<file path="src/rtl/pipe_hazard_ctrl.sv">
// Hazard and sequencing controller for the 5-stage pipeline: drives the stall/zero controls of
// the pipeline registers and the PC enable, and tracks memory timeouts and stall cycles.
module pipe_hazard_ctrl #(
    parameter int unsigned MUL_CYCLES  = 4,
    parameter int unsigned MEM_TIMEOUT = 255
) (
    input  logic        clk_i,
    input  logic        reset,
    input  logic [4:0]  id_rs_i,
    input  logic [4:0]  id_rt_i,
    input  logic        id_uses_rt_i,
    input  logic [4:0]  ex_rt_i,
    input  logic        ex_mem_read_i,
    input  logic        ex_mul_start_i,
    input  logic        mem_req_i,
    input  logic        mem_ready_i,
    input  logic        branch_taken_i,
    output logic        pc_write_o,
    output logic        if_id_stall_o,
    output logic        id_ex_stall_o,
    output logic        ex_mem_stall_o,
    output logic        if_id_zero_o,
    output logic        id_ex_zero_o,
    output logic        ex_mem_zero_o,
    output logic        mem_wb_zero_o,
    output logic        mem_timeout_o,
    output logic [31:0] stall_cycles_o
);

    typedef enum logic [1:0] {
        StRun     = 2'd0,
        StMulBusy = 2'd1,
        StMemWait = 2'd2
    } state_e;

    localparam logic [3:0] MulLoad   = 4'(MUL_CYCLES - 1);
    localparam logic [7:0] WaitLimit = 8'(MEM_TIMEOUT);

    state_e      r_state;
    state_e      w_state_d;
    state_e      w_eff_state;
    logic        r_ret_mul;
    logic        w_ret_mul_d;
    logic [3:0]  r_mul_cnt;
    logic [3:0]  w_mul_cnt_d;
    logic [7:0]  r_wait_cnt;
    logic [7:0]  w_wait_cnt_d;
    logic        r_timeout;
    logic        w_timeout_d;
    logic [31:0] r_stall_cycles;
    logic [31:0] w_stall_cycles_d;
    logic        w_mem_wait;
    logic        w_load_use;
    logic        w_mul_hold;

    assign w_mem_wait = mem_req_i & ~mem_ready_i;
    assign w_load_use = ex_mem_read_i & (ex_rt_i != 5'd0) &
                        ((ex_rt_i == id_rs_i) | (id_uses_rt_i & (ex_rt_i == id_rt_i)));

    // A MEM wait only freezes the pipeline, so decisions are made against the state it interrupted.
    assign w_eff_state = (r_state == StMemWait) ? (r_ret_mul ? StMulBusy : StRun) : r_state;

    always_comb begin
        w_state_d    = w_eff_state;
        w_ret_mul_d  = r_ret_mul;
        w_mul_cnt_d  = r_mul_cnt;
        w_wait_cnt_d = 8'd0;
        w_timeout_d  = r_timeout;
        w_mul_hold   = 1'b0;
        if (w_mem_wait) begin
            w_state_d    = StMemWait;
            w_ret_mul_d  = (w_eff_state == StMulBusy);
            w_wait_cnt_d = (r_wait_cnt != 8'hFF) ? r_wait_cnt + 8'd1 : r_wait_cnt;
            if (w_wait_cnt_d >= WaitLimit) begin
                w_timeout_d = 1'b1;
            end
        end else if (branch_taken_i) begin
            w_state_d   = StRun;
            w_mul_cnt_d = 4'd0;
        end else begin
            case (w_eff_state)
                StRun: begin
                    if (ex_mul_start_i) begin
                        w_mul_cnt_d = MulLoad;
                        w_state_d   = StMulBusy;
                        w_mul_hold  = 1'b1;
                    end
                end
                StMulBusy: begin
                    if (r_mul_cnt != 4'd0) begin
                        w_mul_cnt_d = r_mul_cnt - 4'd1;
                    end
                    // The final EX cycle of the op advances normally so EX_MEM captures its result.
                    w_mul_hold = (w_mul_cnt_d != 4'd0);
                    w_state_d  = w_mul_hold ? StMulBusy : StRun;
                end
                default: begin
                    w_state_d = StRun;
                end
            endcase
        end
    end

    always_comb begin
        pc_write_o     = 1'b1;
        if_id_stall_o  = 1'b0;
        id_ex_stall_o  = 1'b0;
        ex_mem_stall_o = 1'b0;
        if_id_zero_o   = 1'b0;
        id_ex_zero_o   = 1'b0;
        ex_mem_zero_o  = 1'b0;
        mem_wb_zero_o  = 1'b0;
        if (!reset) begin
            pc_write_o    = 1'b0;
            if_id_zero_o  = 1'b1;
            id_ex_zero_o  = 1'b1;
            ex_mem_zero_o = 1'b1;
            mem_wb_zero_o = 1'b1;
        end else if (w_mem_wait) begin
            pc_write_o     = 1'b0;
            if_id_stall_o  = 1'b1;
            id_ex_stall_o  = 1'b1;
            ex_mem_stall_o = 1'b1;
            mem_wb_zero_o  = 1'b1;
        end else if (branch_taken_i) begin
            if_id_zero_o  = 1'b1;
            id_ex_zero_o  = 1'b1;
            ex_mem_zero_o = 1'b1;
        end else if (w_mul_hold) begin
            pc_write_o    = 1'b0;
            if_id_stall_o = 1'b1;
            id_ex_stall_o = 1'b1;
            ex_mem_zero_o = 1'b1;
        end else if (w_load_use) begin
            pc_write_o    = 1'b0;
            if_id_stall_o = 1'b1;
            id_ex_zero_o  = 1'b1;
        end
    end

    assign w_stall_cycles_d = (!pc_write_o && (r_stall_cycles != 32'hFFFF_FFFF)) ?
                              r_stall_cycles + 32'd1 : r_stall_cycles;

    always_ff @(posedge clk_i) begin
        if (!reset) begin
            r_state        <= StRun;
            r_ret_mul      <= 1'b0;
            r_mul_cnt      <= 4'd0;
            r_wait_cnt     <= 8'd0;
            r_timeout      <= 1'b0;
            r_stall_cycles <= 32'd0;
        end else begin
            r_state        <= w_state_d;
            r_ret_mul      <= w_ret_mul_d;
            r_mul_cnt      <= w_mul_cnt_d;
            r_wait_cnt     <= w_wait_cnt_d;
            r_timeout      <= w_timeout_d;
            r_stall_cycles <= w_stall_cycles_d;
        end
    end

    assign mem_timeout_o  = r_timeout;
    assign stall_cycles_o = r_stall_cycles;

endmodule

</file>
<file path="config.mk">
export PLATFORM = sky130hd
export DESIGN_NAME = pipe_hazard_ctrl
export DESIGN_NICKNAME = d
export VERILOG_FILES = /design/src/rtl/pipe_hazard_ctrl.sv
export SDC_FILE = /design/constraint.sdc
export NUM_CORES = 1
export LEC_CHECK = 0
export ABC_AREA = 1
export BUFFER_PORTS_ARGS = -buffer_cell sky130_fd_sc_hd__buf_2
export CAP_MARGIN = 40
export CORE_AREA = 3 3 80 82
export DETAILED_ROUTE_END_ITERATION = 10
export DIE_AREA = 0 0 83 85
export PLACE_DENSITY = 0.78
export SLEW_MARGIN = 20
export SYNTH_ARGS = -nofsm -noshare
export SYNTH_HDL_FRONTEND = slang
export SYNTH_SLANG_ARGS = --single-unit
</file>
<file path="constraint.sdc">
create_clock -name clk_i -period 2.55 [get_ports clk_i]
set_clock_uncertainty 0.1 [all_clocks]
set_input_delay 0.765 -clock clk_i [delete_from_list [all_inputs] [get_ports clk_i]]
set_output_delay 0.765 -clock clk_i [all_outputs]
set_load 0.01 [all_outputs]
</file>
Word level (Yosys, flattened, before mapping) --
Index checks and enable logic that the tools add are counted.
Storage, ports and cells: register bits after elaboration 48, input bits 23, output and inout bits 41, logic and storage cells 83
Cells by class: add/sub/neg operators 3, $lt $le $gt $ge 1, equality and inequality tests 7, mux-type cells 46, bitwise logic cells 8, reductions and logical operators 11
Operators with widths (count):
- 32-bit by 1-bit adder with 32-bit output (second input constant) | 1
- 1-bit 2-to-1 mux | 32
- 32-bit inequality test (second input constant) | 1
- 4-bit 2-to-1 mux | 6
- 5-bit == test | 2
- 8-bit by 1-bit adder with 8-bit output (second input constant) | 1
- 8-bit >= comparator (second input constant) | 1
- 2-bit 2-to-1 mux | 4
- 8-bit 2-to-1 mux | 1
- 8-bit inequality test (second input constant) | 1
- 4-bit one-hot mux with 2 select lines | 1
- 4-bit nonzero test | 2
- 5-bit nonzero test | 1
- 1-bit AND | 4
- 2-bit one-hot mux with 2 select lines | 1
- 2-bit AND reduction | 2
- 4-bit by 1-bit subtractor with 4-bit output (second input constant) | 1
- 3-bit inequality test (second input constant) | 1
- 1-bit NOT | 3
- 3-bit AND reduction | 1
- 3-bit nonzero test | 1
- 3-bit OR reduction | 1
- 2-bit by 1-bit == test with 1-bit output (second input constant) | 1
- 2-bit == test (second input constant) | 1
- 5 further kinds | 5

Logic depth before layout (Yosys ltp) --
depth in word-level cells 16, depth in mapped cells 15, depth with buffers taken out 14

Worst setup path before layout --
Ideal clock, no wire load.
path type input port to output port, start point in mem_req_i, end point out if_id_stall_o, arrival time 1.685 ns, data required time 1.685 ns, setup slack 0.000 ns, stages 7, buffers on the path 1, path through inv_1 nor2_1 inv_1 nor2_1 inv_1 clkbuf_1 nand2_1
On the way: word-level cells in the longest chain between the ends 6
Ends and longest elaborated chain:
- start, declared | RTL line 15 | input logic mem_req_i,
- 1-bit AND (*) | RTL line 56 | assign w_mem_wait = mem_req_i & ~mem_ready_i;
- 1-bit 2-to-1 mux | RTL line 70 | if (w_mem_wait) begin
- 1-bit 2-to-1 mux | RTL line 129 | end else if (w_mul_hold) begin
- 1-bit 2-to-1 mux | RTL line 125 | end else if (branch_taken_i) begin
- 1-bit 2-to-1 mux (*) | RTL line 119 | end else if (w_mem_wait) begin
- 1-bit 2-to-1 mux (*) | RTL line 113 | if (!reset) begin
- end, declared | RTL line 19 | output logic if_id_stall_o,
Every way passes the cells marked *; elsewhere a longest branch is shown, timed or not.

Final worst setup path --
start point reg r_mul_cnt[1], end point out pc_write_o
On the way: word-level cells in the longest chain between the ends 13, elaborated cells between the ends (all ways) 14, classes of those cells add/sub (1); mux (11); reduce/logical (2)
Ends and longest elaborated chain:
- start, declared | RTL line 44 | logic [3:0] r_mul_cnt;
- start signal, assigned | RTL line 155 | r_mul_cnt <= w_mul_cnt_d;
- 4-bit by 1-bit subtractor with 4-bit output / 4-bit nonzero test (equally long branches) | RTL line 91, 90
- 4-bit 2-to-1 mux (*) | RTL line 90 | if (r_mul_cnt != 4'd0) begin
- 4-bit 2-to-1 mux (*) | RTL line 81 | case (w_eff_state)
- 4-bit 2-to-1 mux (*) | RTL line 77 | end else if (branch_taken_i) begin
- 4-bit 2-to-1 mux (*) | RTL line 70
- 4-bit nonzero test (*) | RTL line 94 | w_mul_hold = (w_mul_cnt_d != 4'd0);
- 1-bit one-hot mux with 2 select lines (*) | RTL line 81
- 1-bit 2-to-1 mux (*) | RTL line 77
- 1-bit 2-to-1 mux (*) | RTL line 70
- 1-bit 2-to-1 mux (*) | RTL line 129
- 1-bit 2-to-1 mux (*) | RTL line 125
- 1-bit 2-to-1 mux (*) | RTL line 119
- 1-bit 2-to-1 mux (*) | RTL line 113
- end, declared | RTL line 18 | output logic pc_write_o,
Every way passes the cells marked *; elsewhere a longest branch is shown, timed or not. The select of a mux whose other input is x is not followed.

==> summary.txt <==
CTS
  • Later-pin clock latency in the skew report: 0.31 ns
  • H-tree depth: 2
  • Num CTS Buffers: 5
  • Root buffer cell: clkbuf_8
  • Hold buffer count at CTS: 0
  • Deepest clock path buffer count: 2
  • CTS tree: done
  • Clock sinks: 48
  • Clock-pin slew on the worst setup and hold paths: 0.09 ns

Setup path
  • Crit-path max FO: 6
  • R2r startpoint: r_mul_cnt[1]$_SDFFE_PN0P_
  • Reg2reg end: stall_cycles_o[7]$_SDFFE_PN0P_
  • Cells along the critical path: inv_2 > ha_4 > nand2_4 > nand2_1 > nand2_2 > nand2_2 > o21ai_2 > buf_4 > nand3_2 > nand2_2 > nand2_4 > inv_2 > buf_6
  • Register-to-register setup slack: 0.20 ns
  • Levels on crit path: 13
  • WS Path Type: reg -> out
  • CP most frequent cell: nand2_2
  • CP max-delay cell: dfxtp_2
  • Family with the most delay on the worst path: simple AND/OR/NAND/NOR gates
  • R2R depth: 16
  • Crit path largest cell delay: 0.35 ns
  • Worst Path Arrival: 1.85 ns
  • CP Capture Type: output port
  • Worst path required time: 1.69 ns
  • Worst Path Buf+Inv: 4
  • Nature of the critical path startpoint: flop
  • Critical path origin: r_mul_cnt[1]$_SDFFE_PN0P_

Power
  • Tot Pwr: 1.62 mW
  • Maximum VDD drop: 234 µV
  • Pwr dens: 429 mW/mm²
  • Lkg Pwr: 1.66 nW

Hold path
  • Hold path depth: 2
  • Worst Hold Class: reg -> reg
  • Hold Path Sink: mem_timeout_o$_SDFFE_PN0P_
  • Hold_sp: mem_timeout_o$_SDFFE_PN0P_

Floorplan
  • Initial core utilization: 0.536
  • Die Ht: 85 µm
  • Die width: 83 µm
  • Placement Rows: 28
  • Ports: 64
  • Core Box Area: 0.00582 mm²
  • Die area: 0.00706 mm²

Drt
  • # DRC: 0
  • Total Routed Length: 8.57 mm
  • Vias/cell: 5.33
  • Routed via count: 3387
  • DR pass1 iterations: 4
  • Final ANT Viol Nets: 0
  • DRT iter0 DRCs: 240
  • Wirelength per Cell: 13.5 µm

Synthesis
  • Cell area after synthesis: 0.00312 mm²
  • Synth area leaders: dfxtp_1 (31%), nand2_1 (16%), nand3_1 (8.5%)
  • Synth Net Count: 515
  • Unique cell type count in the Yosys netlist: 28
  • Synth warnings: 0
  • Syn Area/Cell: 6.37 µm²
  • Cell taking the most area after synthesis: dfxtp_1
  • Yosys top cell area share: 0.308
  • Synthesized flop and latch total: 48
  • Sequential area share after synthesis: 0.308
  • Post-Syn Instances: 489

STA
  • Unrepaired setup endpoints after global routing: yes
  • Fmax: 369 MHz
  • Fin crit period: 2.71 ns
  • Setup ws final: -0.160 ns
  • Hold Fails Final Rpt: 0
  • Slew @ Worst Pin: 0.548 ns
  • Relative slew margins: 0.631
  • Period utilisation layout: 1.06
  • Max Slew Vio Count: 0
  • Setup violators final: 5

GRT
  • Vias in the first global route: 3226
  • All-Layer GR Usage: 0.241
  • Antenna violations before repair: 0
  • Global-route wire length before repair: 14.2 mm
  • Largest net degree at the start of global routing: 37
  • Gr ovfl total: 0

Cells and area
  • Post-route insts no fill: 636
  • Ant. Diodes: 0
  • Multi-input logic area: 0.00192 mm²
  • Sequential Area: 963 µm²
  • Area growth syn-to-layout: 20.8%
  • Layout Nets: 586
  • # fillers: 575
  • Share of cells above drive strength 1: 0.219

Run status
  • Failing checks: setup timing
  • Status: finished, violations left

Placement
  • Cells after DPL: 626
  • Final HPWL DP: 6.22 mm
  • GP Congestion: 0.967
  • IO Port Bufs: 63

Flow run
  • Max-cap viol count: 0
-- routing by layer --
metal | up-vias | track usage | routed length (µm)
met5 | - | 0 | 0
met4 | 0 | 0.0936 | 214
met3 | 17 | 0.0379 | 412
met2 | 97 | 0.446 | 4330
met1 | 1546 | 0.277 | 3610
li1 | 1727 | - | -
-- worst max path at each step --
stage | endpoint | slack, ns
6_report | pc_write_o | -0.16
3_3_place_gp | pc_write_o | -0.03
3_5_place_dp | pc_write_o | -0.04
2_1_floorplan | pc_write_o | 0.05
5_1_grt | id_ex_zero_o | -0.29
4_1_cts | pc_write_o | -0.11
-- logic make-up (layout without fill, tap and decap cells) --
group,Yosys count,in the layout,share of synthesized area
compound gates,56,56,0.0959
fa+ha+maj,3,3,0.0120
xor+xnor,36,36,0.101
buf+inv,71,143,0.100
simple gates,275,275,0.382
flops,48,48,0.308
-- sequential cells by signal, indices dropped and copies added, names as in the netlist --
signal / count
r_mul_cnt: 4
r_wait_cnt: 8
r_state: 2
r_ret_mul: 1
mem_timeout_o: 1
stall_cycles_o: 32
-- worst reg2reg max path, stage by stage, from the launching register on --
cell and delay [ns]:
dfxtp_2 0.35, inv_2 0.05, ha_4 0.18, nand2_4 0.09, nand2_1 0.08, nand2_2 0.09
nand2_2 0.05, o21ai_2 0.15, buf_4 0.13, nand3_2 0.08, nand2_2 0.09, nand2_4 0.06
buf_4 0.20, nand2_2 0.13, buf_4 0.24, nand2_1 0.08, a21oi_1 0.15
-- repair_timing --
action | CTS | global route
setup buffers | 2 | 0
pin swaps | 7 | 6
cloned | 0 | 0
resized for setup | 17 | 15
setup endpoints to repair | 5 | 7
-- stage by stage --
stage	setup WS [ns]	hold WS [ns]	area [µm²]	utilization	setup TNS, ns
2_1_floorplan	0.0491	0.374	3120	-	0
3_3_place_gp	-0.0282	0.341	3540	0.608	-0.0282
3_5_place_dp	-0.0394	0.349	3540	0.608	-0.0403
4_1_cts	-0.111	0.368	3720	0.640	-0.403
5_1_grt	-0.288	0.403	3760	0.647	-1.27
6_report	-0.160	0.364	3760	0.647	-0.640
-- power by group --
part | internal, mW | switching, mW | total, mW | leakage (nW)
sequential | 0.761 | 0.0120 | 0.773 | 0.389
clock | 0.296 | 0.281 | 0.577 | 0.0548
combinational | 0.105 | 0.162 | 0.266 | 1.22
-- cell usage in the layout (no fill, tap or decap), types with 17 or more instances in the layout --
cell type  instances
inv_1             48
a21oi_1           42
buf_4             17
nand2_1          119
nor3_1            20
buf_2             61
dfxtp_1           46
nor2_1            50
xor2_1            26
nand3_1           50
-- synth_stat cells --
cell / number
clkbuf_1: 5
dfxtp_1: 48
nand2_4: 1
o21ai_1: 1
nor3_1: 20
nor2_2: 1
nand3_1: 53
inv_2: 1
ha_1: 3
o21ai_2: 2
xnor2_1: 10
xor2_1: 26
inv_1: 53
a211oi_1: 3
nand2_1: 130
o22ai_1: 1
buf_2: 4
nor4_1: 2
buf_4: 5
a21oi_1: 43
nor2_1: 51
a31oi_1: 2
nand3_2: 2
nand3b_1: 2
nand4_1: 11
nand2_2: 2
o21ai_0: 4
buf_6: 3
-- cell type report --
cell class	count	share of cell area
multi-input combinational	370	0.511
timing repair buffer	81	0.124
sequential	48	0.256
clock buffer	5	0.0183
tap	75	0.0249
clock inverter	3	0.0123
inverter	54	0.0538
Power figures use the tool's default switching activity.
